`src/rtl/tlm_pkg.sv`:
```
// Shared lamp encodings, phase enum, fault codes and decode/sequence helpers
// for the traffic light monitor.
package tlm_pkg;

  localparam logic [2:0] S_OFF    = 3'b000;
  localparam logic [2:0] S_GREEN  = 3'b001;
  localparam logic [2:0] S_YELLOW = 3'b010;
  localparam logic [2:0] S_RED    = 3'b100;

  localparam logic [1:0] W_OFF    = 2'b00;
  localparam logic [1:0] W_GREEN  = 2'b01;
  localparam logic [1:0] W_RED    = 2'b10;

  typedef enum logic [2:0] {
    PH_UNK   = 3'd0,
    PH_A_GRN = 3'd1,
    PH_A_YEL = 3'd2,
    PH_B_GRN = 3'd3,
    PH_B_YEL = 3'd4,
    PH_WALK  = 3'd5,
    PH_CLEAR = 3'd6,
    PH_DARK  = 3'd7
  } phase_t;

  localparam logic [2:0] FC_NONE        = 3'd0;
  localparam logic [2:0] FC_ILLEGAL     = 3'd1;
  localparam logic [2:0] FC_CONFLICT    = 3'd2;
  localparam logic [2:0] FC_BAD_SEQ     = 3'd3;
  localparam logic [2:0] FC_DWELL_SHORT = 3'd4;
  localparam logic [2:0] FC_DWELL_LONG  = 3'd5;

  function automatic logic lamp_ok(input logic [2:0] s);
    return s inside {S_OFF, S_GREEN, S_YELLOW, S_RED};
  endfunction

  function automatic phase_t decode_phase(input logic [2:0] a, input logic [2:0] b,
                                          input logic [1:0] w);
    phase_t p;
    p = PH_UNK;
    if (a == S_GREEN && b == S_RED && w == W_RED)          p = PH_A_GRN;
    else if (a == S_YELLOW && b == S_RED && w == W_RED)    p = PH_A_YEL;
    else if (a == S_RED && b == S_GREEN && w == W_RED)     p = PH_B_GRN;
    else if (a == S_RED && b == S_YELLOW && w == W_RED)    p = PH_B_YEL;
    else if (a == S_RED && b == S_RED && w == W_GREEN)     p = PH_WALK;
    else if (a == S_RED && b == S_RED && (w == W_RED || w == W_OFF)) p = PH_CLEAR;
    else if (a == S_OFF && b == S_OFF && w == W_OFF)       p = PH_DARK;
    return p;
  endfunction

  // CLEAR is always reachable: the controller may be reset from any phase.
  function automatic logic legal_next(input phase_t cur, input phase_t nxt);
    logic ok;
    ok = 1'b0;
    if (nxt == cur || nxt == PH_CLEAR) ok = 1'b1;
    else begin
      case (cur)
        PH_A_GRN: ok = (nxt == PH_A_YEL);
        PH_A_YEL: ok = (nxt == PH_B_GRN);
        PH_B_GRN: ok = (nxt == PH_B_YEL);
        PH_B_YEL: ok = (nxt == PH_WALK);
        PH_CLEAR: ok = (nxt == PH_A_GRN) || (nxt == PH_DARK);
        default:  ok = 1'b0;
      endcase
    end
    return ok;
  endfunction

endpackage

```
`src/rtl/tlm_dwell_counter.sv`:
```
// Saturating tick counter; restart loads 1 (the first tick of a new phase).
module tlm_dwell_counter #(
  parameter int unsigned W = 4
) (
  input  logic         CLK,
  input  logic         RST,
  input  logic         restart,
  output logic [W-1:0] count
);

  always_ff @(posedge CLK) begin
    if (RST)                      count <= '0;
    else if (restart)             count <= W'(1);
    else if (count != {W{1'b1}})  count <= count + W'(1);
  end

endmodule

```
`src/rtl/traffic_light_monitor.sv`:
```
// Light-bus observer: decodes phase, checks safety/sequence/dwell, latches first fault.
// Dwell-time checking is enabled by defining TLM_DWELL_CHECK_EN.
module traffic_light_monitor
  import tlm_pkg::*;
#(
  parameter int unsigned GREEN_TICKS = 12,
  parameter int unsigned YEL_A_TICKS = 8,
  parameter int unsigned YEL_B_TICKS = 4,
  parameter int unsigned WALK_TICKS  = 8,
  parameter int unsigned TOL         = 1,
  parameter int unsigned CNT_W       = 8
) (
  input  logic             CLK,
  input  logic             RST,
  input  logic [2:0]       lighta,
  input  logic [2:0]       lightb,
  input  logic [1:0]       lightw,
  input  logic             clr_fault,
  output logic [2:0]       phase,
  output logic             synced,
  output logic             fault,
  output logic [2:0]       fault_code,
  output logic [3:0]       dwell,
  output logic [CNT_W-1:0] cycle_count
);

  localparam int unsigned DWELL_W = 4;

`ifdef TLM_DWELL_CHECK_EN
  localparam bit DWELL_CHECK = 1'b1;
`else
  localparam bit DWELL_CHECK = 1'b0;
`endif

  logic [2:0] la_q, lb_q;
  logic [1:0] lw_q;
  logic       clr_q;
  phase_t     phase_q, cur;
  logic       changed, illegal, conflict, bad_seq, dwell_short, dwell_long;
  logic [2:0] det_code;

  function automatic logic is_timed(input phase_t p);
    return p inside {PH_A_GRN, PH_A_YEL, PH_B_GRN, PH_B_YEL, PH_WALK};
  endfunction

  function automatic int unsigned exp_ticks(input phase_t p);
    int unsigned t;
    case (p)
      PH_A_GRN, PH_B_GRN: t = GREEN_TICKS;
      PH_A_YEL:           t = YEL_A_TICKS;
      PH_B_YEL:           t = YEL_B_TICKS;
      PH_WALK:            t = WALK_TICKS;
      default:            t = 0;
    endcase
    return t;
  endfunction

  tlm_dwell_counter #(.W(DWELL_W)) u_dwell (
    .CLK     (CLK),
    .RST     (RST),
    .restart (changed),
    .count   (dwell)
  );

  // Checks on the registered sample; lowest fault code takes priority.
  always_comb begin
    cur      = decode_phase(la_q, lb_q, lw_q);
    changed  = (cur != phase_q);
    illegal  = !lamp_ok(la_q) || !lamp_ok(lb_q) || (lw_q == 2'b11);
    conflict = ((la_q inside {S_GREEN, S_YELLOW}) && (lb_q inside {S_GREEN, S_YELLOW}))
            || (lw_q == W_GREEN && (la_q != S_RED || lb_q != S_RED));
    bad_seq  = synced && changed && !legal_next(phase_q, cur);
    // A non-WALK exit straight into CLEAR is a controller reset, not a short dwell.
    dwell_short = DWELL_CHECK && synced && changed && is_timed(phase_q)
               && !(cur == PH_CLEAR && phase_q != PH_WALK)
               && (32'(dwell) + TOL < exp_ticks(phase_q));
    dwell_long  = DWELL_CHECK && synced && !changed && is_timed(phase_q)
               && (32'(dwell) == exp_ticks(phase_q) + TOL);
    det_code = FC_NONE;
    if (illegal)          det_code = FC_ILLEGAL;
    else if (conflict)    det_code = FC_CONFLICT;
    else if (bad_seq)     det_code = FC_BAD_SEQ;
    else if (dwell_short) det_code = FC_DWELL_SHORT;
    else if (dwell_long)  det_code = FC_DWELL_LONG;
  end

  assign phase = phase_q;

  // Input sample registers plus sync/fault tracking.
  always_ff @(posedge CLK) begin
    if (RST) begin
      la_q        <= S_OFF;
      lb_q        <= S_OFF;
      lw_q        <= W_OFF;
      clr_q       <= 1'b0;
      phase_q     <= PH_UNK;
      synced      <= 1'b0;
      fault       <= 1'b0;
      fault_code  <= FC_NONE;
      cycle_count <= '0;
    end else begin
      la_q    <= lighta;
      lb_q    <= lightb;
      lw_q    <= lightw;
      clr_q   <= clr_fault;
      phase_q <= cur;

      if (det_code != FC_NONE && (!fault || clr_q)) begin
        fault      <= 1'b1;
        fault_code <= det_code;
      end else if (clr_q) begin
        fault      <= 1'b0;
        fault_code <= FC_NONE;
      end

      if (det_code != FC_NONE || clr_q)
        synced <= 1'b0;
      else if (!fault && changed && cur == PH_A_GRN)
        synced <= 1'b1;

      if (synced && changed && phase_q == PH_CLEAR && cur == PH_A_GRN)
        cycle_count <= cycle_count + CNT_W'(1);
    end
  end

endmodule
```
`config.mk`:
```
export PLATFORM = sky130hd
export DESIGN_NAME = traffic_light_monitor
export DESIGN_NICKNAME = d
export VERILOG_FILES = /design/src/rtl/tlm_pkg.sv /design/src/rtl/tlm_dwell_counter.sv /design/src/rtl/traffic_light_monitor.sv
export SDC_FILE = /design/constraint.sdc
export NUM_CORES = 1
export LEC_CHECK = 0
export CAP_MARGIN = 20
export CORE_AREA = 2 2 59 61
export DETAILED_ROUTE_END_ITERATION = 16
export DIE_AREA = 0 0 61 63
export MAX_ROUTING_LAYER = met4
export PLACE_DENSITY = 0.77
export SLEW_MARGIN = 30
export SYNTH_ARGS = -nofsm -noshare
export SYNTH_HDL_FRONTEND = slang
export SYNTH_SLANG_ARGS = --single-unit
```
`constraint.sdc`:
```
create_clock -name CLK -period 2.6 [get_ports CLK]
set_input_delay 0.52 -clock CLK [delete_from_list [all_inputs] [get_ports CLK]]
set_output_delay 0.52 -clock CLK [all_outputs]
set_load 0.005 [all_outputs]
```
Word-level counts from Yosys, hierarchy flattened
Cells that the tools add are included.
{ "word_totals": {"out_inout_bits": 20, "word_cells": 104, "in_bits": 11, "regBits": 29} }
{ "classes": {"muxes": 18, "add_sub_neg": 2, "n_eq_ne": 26, "n_reduce_logical": 47} }
{ "op_table": {"columns": ["operator", "n"], "rows": [
  ["3-bit 2-to-1 mux", 9],
  ["3-bit == test, second input constant", 8],
  ["1-bit logical AND", 22],
  ["3-bit by 2-bit == test with 1-bit output, second input constant", 6],
  ["3-bit by 1-bit == test with 1-bit output, second input constant", 4],
  ["1-bit logical OR", 9],
  ["8-bit by 1-bit adder with 8-bit output, second input constant", 1],
  ["2-bit nonzero test", 4],
  ["4-bit nonzero test", 2],
  ["3-bit zero test", 2],
  ["2-bit 2-to-1 mux", 3],
  ["3-bit != test, second input constant", 2],
  ["1-bit 2-to-1 mux", 5],
  ["1-bit one-hot mux with 5 select lines", 1],
  ["4-bit by 1-bit adder with 4-bit output, second input constant", 1],
  ["2-bit == test, second input constant", 2],
  ["1-bit zero test", 4],
  ["4-bit != test, second input constant", 1],
  ["2-bit OR reduction", 2],
  ["3-bit == test", 1],
  ["3-bit != test", 1],
  ["3-bit nonzero test", 1],
  ["2-bit by 1-bit == test with 1-bit output, second input constant", 1],
  ["2-bit zero test", 1]
]} }

Longest topological paths before layout
Gate-level depths: netlist of the first run.
{ "logic_depth": {"ltp_word": 22, "depth_mapped": 8, "depth_no_buf": 6} }

By module
A second synthesis of the first run with hierarchy kept.
{ "hier_totals": {"hier_cells": 162, "area_unflattened_um2": 1490.2} }
{ "modules_own_cells": {"columns": ["module", "area_per_inst_um2", "cells_each", "instances"], "rows": [
  ["traffic_light_monitor", 1316.3, 144, 1],
  ["tlm_dwell_counter", 173.9, 18, 1]
]} }

Worst setup path before layout of the first run
OpenSTA, ideal clock, no wires.
{ "synth_path": {"path_type": "register -> register", "start": "register lb_q[1]", "end": "register u_dwell.count[2]", "path_slack_ps": 528, "required_time_ps": 2512, "arrival_ps": 1985, "setup_time_ps": 88, "path_stages_with_launch": 8, "n_path_buf": 1, "cell_sequence": "dfxtp_1 buf_4 or4_4 a211oi_4 mux2_4 a22oi_4 or2_4 nor4_4"} }
{ "synth_between": {"elab_chain_len": 12} }
{ "synth_rtl": {"columns": ["item", "line_no", "text"], "rows": [
  ["start, declared", "traffic_light_monitor.sv:35", "logic [2:0] la_q, lb_q;"],
  ["start signal, assigned", "traffic_light_monitor.sv:103", "lb_q <= lightb;"],
  ["3-bit zero test", "tlm_pkg.sv:46", "else if (a == S_OFF && b == S_OFF && w == W_OFF) p = PH_DARK;"],
  ["1-bit logical AND (2 in series)", "tlm_pkg.sv:46", null],
  ["3-bit 2-to-1 mux", "tlm_pkg.sv:46", null],
  ["3-bit 2-to-1 mux", "tlm_pkg.sv:45", "else if (a == S_RED && b == S_RED && (w == W_RED || w == W_OFF)) p = PH_CLEAR;"],
  ["3-bit 2-to-1 mux", "tlm_pkg.sv:44", "else if (a == S_RED && b == S_RED && w == W_GREEN) p = PH_WALK;"],
  ["3-bit 2-to-1 mux", "tlm_pkg.sv:43", "else if (a == S_RED && b == S_YELLOW && w == W_RED) p = PH_B_YEL;"],
  ["3-bit 2-to-1 mux", "tlm_pkg.sv:42", "else if (a == S_RED && b == S_GREEN && w == W_RED) p = PH_B_GRN;"],
  ["3-bit 2-to-1 mux", "tlm_pkg.sv:41", "else if (a == S_YELLOW && b == S_RED && w == W_RED) p = PH_A_YEL;"],
  ["3-bit 2-to-1 mux (*)", "tlm_pkg.sv:40", "if (a == S_GREEN && b == S_RED && w == W_RED) p = PH_A_GRN;"],
  ["3-bit != test (*)", "traffic_light_monitor.sv:68", "changed = (cur != phase_q);"],
  ["2-bit OR reduction (no source line) (*)", null, null],
  ["end signal, assigned", "tlm_dwell_counter.sv:14", "else if (count != {W{1'b1}}) count <= count + W'(1);"],
  ["end, declared", "tlm_dwell_counter.sv:8", "output logic [W-1:0] count"]
]} }
Mark *: on every way between the ends. The rest lies on a longest branch, timed or not.
A chain may end at the register's enable or synchronous reset.

Worst setup path in the final report of the first run
{ "layout_path": {"start": "register la_q[1]", "end": "register u_dwell.count[2]"} }
{ "layout_between": {"elab_chain_len": 12} }
{ "layout_rtl": {"columns": ["item", "line_no", "text"], "rows": [
  ["start, declared", "traffic_light_monitor.sv:35", null],
  ["start signal, assigned", "traffic_light_monitor.sv:102", "la_q <= lighta;"],
  ["3-bit zero test", "tlm_pkg.sv:46", null],
  ["1-bit logical AND (2 in series)", "tlm_pkg.sv:46", null],
  ["3-bit 2-to-1 mux", "tlm_pkg.sv:46", null],
  ["3-bit 2-to-1 mux", "tlm_pkg.sv:45", null],
  ["3-bit 2-to-1 mux", "tlm_pkg.sv:44", null],
  ["3-bit 2-to-1 mux", "tlm_pkg.sv:43", null],
  ["3-bit 2-to-1 mux", "tlm_pkg.sv:42", null],
  ["3-bit 2-to-1 mux", "tlm_pkg.sv:41", null],
  ["3-bit 2-to-1 mux (*)", "tlm_pkg.sv:40", null],
  ["3-bit != test (*)", "traffic_light_monitor.sv:68", null],
  ["2-bit OR reduction (no source line) (*)", null, null]
]} }
Marked as above.

==> metrics list, run 1 <==
- Worst r2r path cells: 6
- Summing every instance area after synthesis gives approximately 1600 µm².
- Of the total power, the clock network draws 0.315.
* Die outline width: between 60 and 70 µm
* Final min period: 2.307 ns
- Path class of the lowest-slack min-delay path: register to register
- After detailed routing, the number of remaining DRC violations is 0.
- Via/cell ratio: 5.517
- For this run, the register share of the synthesized area comes to 0.3564.
* Setup CP Type: register to register
* Area of the core: between 3000 and 4000 µm²
* Async set-reset flop share out of synthesis: 0
- Post-CTS repair changed the size of 0 cells.
- Synthesis inferred 28 register bits.
* Unrepaired setup endpoints after global routing: no
- Share of total power in sequential cells: 0.524
* Setup-failing EPs final: 0
* Share of layout cells above drive strength 1: 0.09694
* CTS tree: yes
- Cts bufs inserted: 3
- Buffers added to address setup during post-CTS repair amount to 0.
- The worst setup path is captured at a register.
- In the synthesized netlist, the number of instances is 172.
- Across the run, the number of max-cap violations was 0.
- Power density over the cells: between 400 and 500 nW/µm²
- CTS built an H-tree with a depth of 1.
* Clock root cell: clkbuf_4
- Initial core utilization: 0.4866
- Clk_skew: 0.004891 ns
- Critical path required time: 2.86 ns
* Commonest register cell after synthesis: dfxtp_1
- DRT antenna net count: 0
- Part of the cycle the worst path needs: 0.8873
- After clock tree synthesis, the clock-pin slew on the worst setup and hold paths is 0.15 ns.
- Worst endpoint data arrival time: 2.57 ns
* Area growth syn-to-layout: 23.07%
- Internal power of the cells: between 600 and 700 µW
- 31 I/O pins were placed.
* Total Nets Final: 210
- Clock insertion delay at the later pin of the skew report: 0.34 ns
- The pre-antenna-repair detailed-routing pass consisted of 4 iterations.
- Counting flops with a built-in enable in the synthesized netlist gives 0.
- Initial antenna violation count: 0
* Maximum number of pins on one net before global-route repair: 21
- Clock tree synthesis found a total of 28 sinks.
- CTS Hold Buffers Added: 0
* Crit path max fanout: 7
- Synthesized area per cell: 9.144 µm²
- The die covers 3843 µm².
- Cell Rows: 21
- Final sum of negative setup slack: 0 ns
- For this run, the top clock speed supported by timing is 433.5 MHz.
- Vias: roughly 1,300
* Largest vdd supply drop: 0.0003762 V
- After detailed routing, the average wire length per cell comes to 13.96 µm.
* Wire length of the first global-routing pass: 5706 µm
- Of the total power, the share spent switching nets is 0.2490.
- Outcome: finished clean
- 1st-iter DRT viols: 74
- Across every metal layer, demand over resource in global routing totals 0.1972.
- The count of pins over their slew limit came to 0.
- The number of global-route vias before repair came to 1,259.
- The wire-length estimate of the detail-placed layout is 2523 µm.
* Power share of the combinational group: 0.161
* Routed wire length: 3378 µm
- The analysis attributes to cell leakage a power of roughly 0.00073 µW.
- Number of antenna repair diodes: 0
- Psw: 227.5 µW
* Number of port buffers: 29
* Startpoint type of the worst setup path: register
- The number of failing hold endpoints at the final stage came to 0.
- Synthesis instantiated 51 different standard cells from the library.
* Worst reg-to-reg setup slack: 0.29 ns
* Final cell count without fillers: approximately 240
* Die Y-Extent: 63 µm
* Placer congestion estimate: 0.8619
* Worst-case clock buffer depth: 2
* Cell depth of the worst hold path: 2
- For this run, the number of Yosys warnings is 0.
- Instance count after placement with tap cells included: between 200 and 250
- Summed over all layers, the global routing overflow is 0.
* Syn_nets: 185
## cell families (layout without fill, tap and decap cells)
kind of cell / after synthesis / after routing / share of synthesized area
other cells: 1 / 1 / 0.002384
buf+inv: 16 / 40 / 0.04534
mux: 3 / 3 / 0.02227
xor+xnor: 11 / 11 / 0.06604
fa+ha+maj: 4 / 4 / 0.02864
flops: 28 / 28 / 0.3564
compound gates: 32 / 32 / 0.1758
simple gates: 77 / 77 / 0.3031
## power groups by stage
stage               Combinational [µW]  Sequential [µW]  Clock [µW]
global placement                   145              486           0
global route                       161              483         314
finish                             147              479         288
floorplan                          107              473           0
detailed placement                 147              488           0
CTS                                148              478         297
## sequential cells by signal (all words and copies together), names as in the netlist
signal and count:
fault 1, synced 1, cycle_count 8, fault_code 2, u_dwell.count 4, lw_q 2, la_q 3, clr_q 1
phase 3, lb_q 3
## cell usage after synthesis (2+ instances only)
| cell | number | share of area |
|---|---|---|
| maj3_1 | 2 | 0.013 |
| nor3_1 | 5 | 0.016 |
| a21oi_1 | 6 | 0.019 |
| mux2i_1 | 2 | 0.013 |
| ha_1 | 2 | 0.016 |
| buf_4 | 2 | 0.0095 |
| inv_1 | 5 | 0.012 |
| o2111ai_1 | 3 | 0.017 |
| nor4b_1 | 4 | 0.022 |
| clkbuf_1 | 6 | 0.014 |
| nor2_1 | 16 | 0.038 |
| nand3_1 | 3 | 0.0095 |
| or3_1 | 4 | 0.016 |
| nand2_1 | 10 | 0.024 |
| dfxtp_1 | 28 | 0.36 |
| buf_2 | 3 | 0.0095 |
| o22ai_1 | 2 | 0.0080 |
| and3_1 | 4 | 0.016 |
| a211o_1 | 2 | 0.011 |
| a31oi_1 | 2 | 0.0080 |
| xor2_1 | 9 | 0.050 |
| nor2b_1 | 12 | 0.048 |
| o21ai_0 | 5 | 0.016 |
| nor4bb_1 | 4 | 0.025 |
| nand2b_1 | 3 | 0.012 |
| and4bb_2 | 2 | 0.016 |
| nand4_1 | 2 | 0.0080 |
## area by class of cell
| cell class | instances | area [µm²] |
|---|---|---|
| Clock inverter | 1 | 30.03 |
| Multi-Input combinational cell | 128 | 940.9 |
| Tap cell | 46 | 57.56 |
| Fill cell | 300 | 1296 |
| Clock buffer | 3 | 22.52 |
| Timing Repair Buffer | 31 | 305.3 |
| Inverter | 5 | 18.77 |
| Sequential cell | 28 | 560.5 |
## through the flow
stage               power, µW  utilization  setup WS (ns)  area [µm²]  hold WS [ns]
floorplan               580.6            -         0.5278        1573        0.4780
global placement        631.1       0.5827         0.3738        1883        0.4834
detailed placement      635.1       0.5827         0.3232        1883        0.5014
CTS                     923.5       0.5989         0.2815        1936        0.5195
global route            957.6       0.5989         0.1354        1936        0.5419
finish                  913.7       0.5989         0.2930        1936        0.5230
## layout by cell type (no fill, tap or decap), drive strengths merged, types with 3 or more instances in the layout
cell,count
nand2,10
dfxtp,28
xor2,9
nand3,3
clkbuf,3
nor4b,4
inv,5
nor2,16
o21ai,5
nand2b,3
or3,4
nor3,5
nor4bb,4
and3,4
a21oi,6
o2111ai,3
nor2b,12
clkdlybuf4s50,29
## metal layers
layer | wire [µm] | up-vias | global-route usage
li1 | - | 669 | -
met1 | 1503 | 634 | 0.2401
met2 | 1701 | 27 | 0.3253
met3 | 131 | 5 | 0.03727
met4 | 41 | 0 | 0.05707
met5 | 0 | - | -
## worst max-delay path, stage by stage, from the launching register on
cell and delay, ns:
dfxtp_1 0.41, or4_4 0.59, a211oi_4 0.37, mux2_4 0.23, a22oi_4 0.07, or2_4 0.30
nor4_4 0.25
## path summary, 6_finish.rpt
kind	from	to
max	la_q[1]	u_dwell.count[2]
min	cycle_count[6]	cycle_count[6]
max reg2reg	la_q[1]	u_dwell.count[2]
min reg2reg	cycle_count[6]	cycle_count[6]
Note: power is estimated with default switching activity, not from simulation.
==> inputs of run 2 (changes only) <==
--- a/config.mk
+++ b/config.mk
@@ -11,7 +11,6 @@
 export DIE_AREA = 0 0 61 63
 export MAX_ROUTING_LAYER = met4
 export PLACE_DENSITY = 0.77
-export SLEW_MARGIN = 30
 export SYNTH_ARGS = -nofsm -noshare
 export SYNTH_HDL_FRONTEND = slang
 export SYNTH_SLANG_ARGS = --single-unit
==> results of run 2 <==
Final layout, timing and power as in run 1 (identical DEF).
==> inputs of run 3 (changes only) <==
--- a/config.mk
+++ b/config.mk
@@ -6,11 +6,12 @@
 export NUM_CORES = 1
 export LEC_CHECK = 0
 export CAP_MARGIN = 20
-export CORE_AREA = 2 2 59 61
+export CORE_AREA = 2 2 58 60
 export DETAILED_ROUTE_END_ITERATION = 16
-export DIE_AREA = 0 0 61 63
+export DIE_AREA = 0 0 60 62
+export DONT_BUFFER_PORTS = 1
 export MAX_ROUTING_LAYER = met4
-export PLACE_DENSITY = 0.77
+export PLACE_DENSITY = 0.66
 export SYNTH_ARGS = -nofsm -noshare
 export SYNTH_HDL_FRONTEND = slang
 export SYNTH_SLANG_ARGS = --single-unit
==> metrics list, run 3 (same netlist as run 1, synthesis figures left out) <==
* Outcome: finished clean
* Unrepaired setup endpoints after global routing: no
- In this run the post-CTS setup repair buffer count came out at 0.
- Across all register-to-register paths, the minimum setup slack is 0.33 ns.
- Input and output buffers added on the ports amount to 0.
* Share of layout cells above drive strength 1: 0.1084
- The congestion estimate from routability-driven global placement came to slightly above 0.8.
* Proportion of total power due to net switching: 0.2635
- Of all nets on the critical path, the largest fanout is 7.
* Cts bufs inserted: 3
- The worst register-to-register path ends at fault_code[1].
* Largest vdd supply drop: 0.0002216 V
* Initial core utilization: 0.4947
- CTS tree: yes
* Sequential cell area in the final layout: between 500 and 600 µm²
- Number of antenna repair diodes: 0
- Measured along the y axis, the die boundary spans 62 µm.
- Internal power of the cells: 585.2 µW
* Setup CP Type: register to register
* Vias in the first global route: ~1,200
* Detailed-routing iteration count for the pre-antenna-repair pass: 4
- Number of H-tree levels: 1
- Footprint of the multi-input gates: around 940 µm²
* Cell Rows: 21
- Area growth syn-to-layout: 3.103%
- Final-report max-slew violation count: 0
- After detailed routing, the average wire length per cell comes to 15.07 µm.
- Static timing analysis puts the maximum clock frequency at 441.5 MHz.
- Area of the core: 3179 µm²
- Setup-failing EPs final: 0
- Clock insertion delay at the later pin of the skew report: 0.32 ns
- Final-report hold violation count: 0
- Number of gates resized after CTS: 0
- Largest registers: cycle_count (8), u_dwell.count (4)
- DRT antenna net count: 0
- Critical path required time: 2.85 ns
- At the end of the flow, the number of nets in the layout was 180.
* Worst r2r path cells: 6
- Summed over all cells, the static leakage comes to 0.0006160 µW.
* Max-Cap Viols: 0
* Maximum number of pins on one net before global-route repair: 29
* Largest reg by FF count: cycle_count
- Final min period: 2.265 ns
- The first routing iteration left 75 violations.
* Flip-flop count of the largest register, all copies and words added: 8
- Critical path endpoint category: register
- Fill cells in the final layout number just under 300.
- Startpoint type of the worst setup path: register
* HPWL after DPL: 2385 µm
* Total congestion overflow after global routing: 0
* Post-route worst hold slack: 0.2435 ns
- Initial antenna violation count: 0
- Final sum of negative setup slack: 0 ns
- On the final layout, the worst clock skew is 0.008252 ns.
- In the layout the commonest cells are 28 x dfxtp_1, 16 x nor2_1, 12 x nor2b_1, 10 x nand2_1, 9 x xor2_1.
- Routed wire length: 3194 µm
- The worst register-to-register path begins at la_q[1].
* Vias: ~1,200
- Die outline width: 60 µm
- The share of total power dissipated in combinational logic is 0.130.
- Leaving out fill and tap cells, the most frequent cell in the layout is dfxtp_1.
- The root buffer cell chosen for the clock tree is clkbuf_4.
- Hold path endpoint: fault_code[1]
- Cell depth of the worst hold path: 1
- After clock tree synthesis, the clock-pin slew on the worst setup and hold paths is 0.15 ns.
- Worst-case clock buffer depth: 2
* Psw: 209.3 µW
- For this design, the CTS-stage hold fixing added 0 buffers.
- Worst endpoint data arrival time: about 2.5 ns
- The share of total power dissipated in the clock network is 0.264.
- All-layer global routing usage: 0.1920
* Part of the cycle the worst path needs: 0.8712
* Path class of the lowest-slack min-delay path: primary input to register
- Counting every sink on the clock net gives 28.
* Io pins: 31
- The floorplan step defined a die boundary enclosing 3720 µm².
* Post-route DRC: 0
* Wire length of the first global-routing pass: about 5200 µm
* Via/cell ratio: 5.788
- The share of total power dissipated in sequential elements is 0.606.
* Power density over the cells: between 400 and 500 nW/µm²
- In this run the most critical hold path is launched from RST.
## run 3: changes by cell type in the layout (fill, tap and decap cells not counted), sizes merged
cell | previous run | this run
buf | 2 | 1
clkbuf | 3 | 4
clkdlybuf4s50 | 29 | 0
bufinv | 1 | 0
## run 3: how the worst max path moves through the flow
stage,startpoint,end,cells past startpoint
2_1_floorplan,lb_q[1],u_dwell.count[2],7
3_3_place_gp,la_q[1],u_dwell.count[2],6
3_5_place_dp,la_q[1],fault_code[1],6
4_1_cts,la_q[1],fault_code[1],6
5_1_grt,lb_q[2],fault_code[1],6
6_report,la_q[1],fault_code[1],6
## run 3: area by class of cell
| type | count | area share |
|---|---|---|
| tap | 46 | 0.03549 |
| timing repair buffer | 1 | 0.004630 |
| inverter | 5 | 0.01157 |
| multi-input combinational | 128 | 0.5802 |
| clock buffer | 4 | 0.02238 |
| sequential | 28 | 0.3457 |
## run 3: power by group through the flow
stage	combinational [µW]	clock, µW	sequential [µW]
after floorplan	107	0	473
after global placement	100	0	489
after detailed placement	104	0	491
after CTS	104	212	481
after global routing	114	232	486
final	103	210	481
## run 3: metrics by stage
| step | setup slack, ns | total power (µW) | cells | instance area, µm² | util |
|---|---|---|---|---|---|
| after floorplan | 0.5278 | 580.6 | 172 | 1573 | - |
| after global placement | 0.3715 | 588.6 | 208 | 1585 | 0.4986 |
| after detailed placement | 0.3533 | 594.0 | 208 | 1585 | 0.4986 |
| after CTS | 0.3271 | 796.6 | 212 | 1622 | 0.5100 |
| after global routing | 0.1523 | 832.1 | 212 | 1622 | 0.5100 |
| final | 0.3348 | 794.6 | 212 | 1622 | 0.5100 |
## run 3: critical path, cell delays in order (launching register included)
cell and delay (ns):
dfxtp_1 0.42, or4_4 0.58, a211oi_4 0.35, a211oi_1 0.08
o22ai_1 0.32, o211ai_2 0.19, a221oi_2 0.27
## run 3: metal layers
metal	routed length (µm)	part of all wire	GRT usage	vias to the layer above
met4	97	0.030	0.1016	0
met5	0	0	-	-
li1	-	-	-	609
met2	1626	0.51	0.3121	27
met1	1362	0.43	0.2263	582
met3	107	0.034	0.03520	9
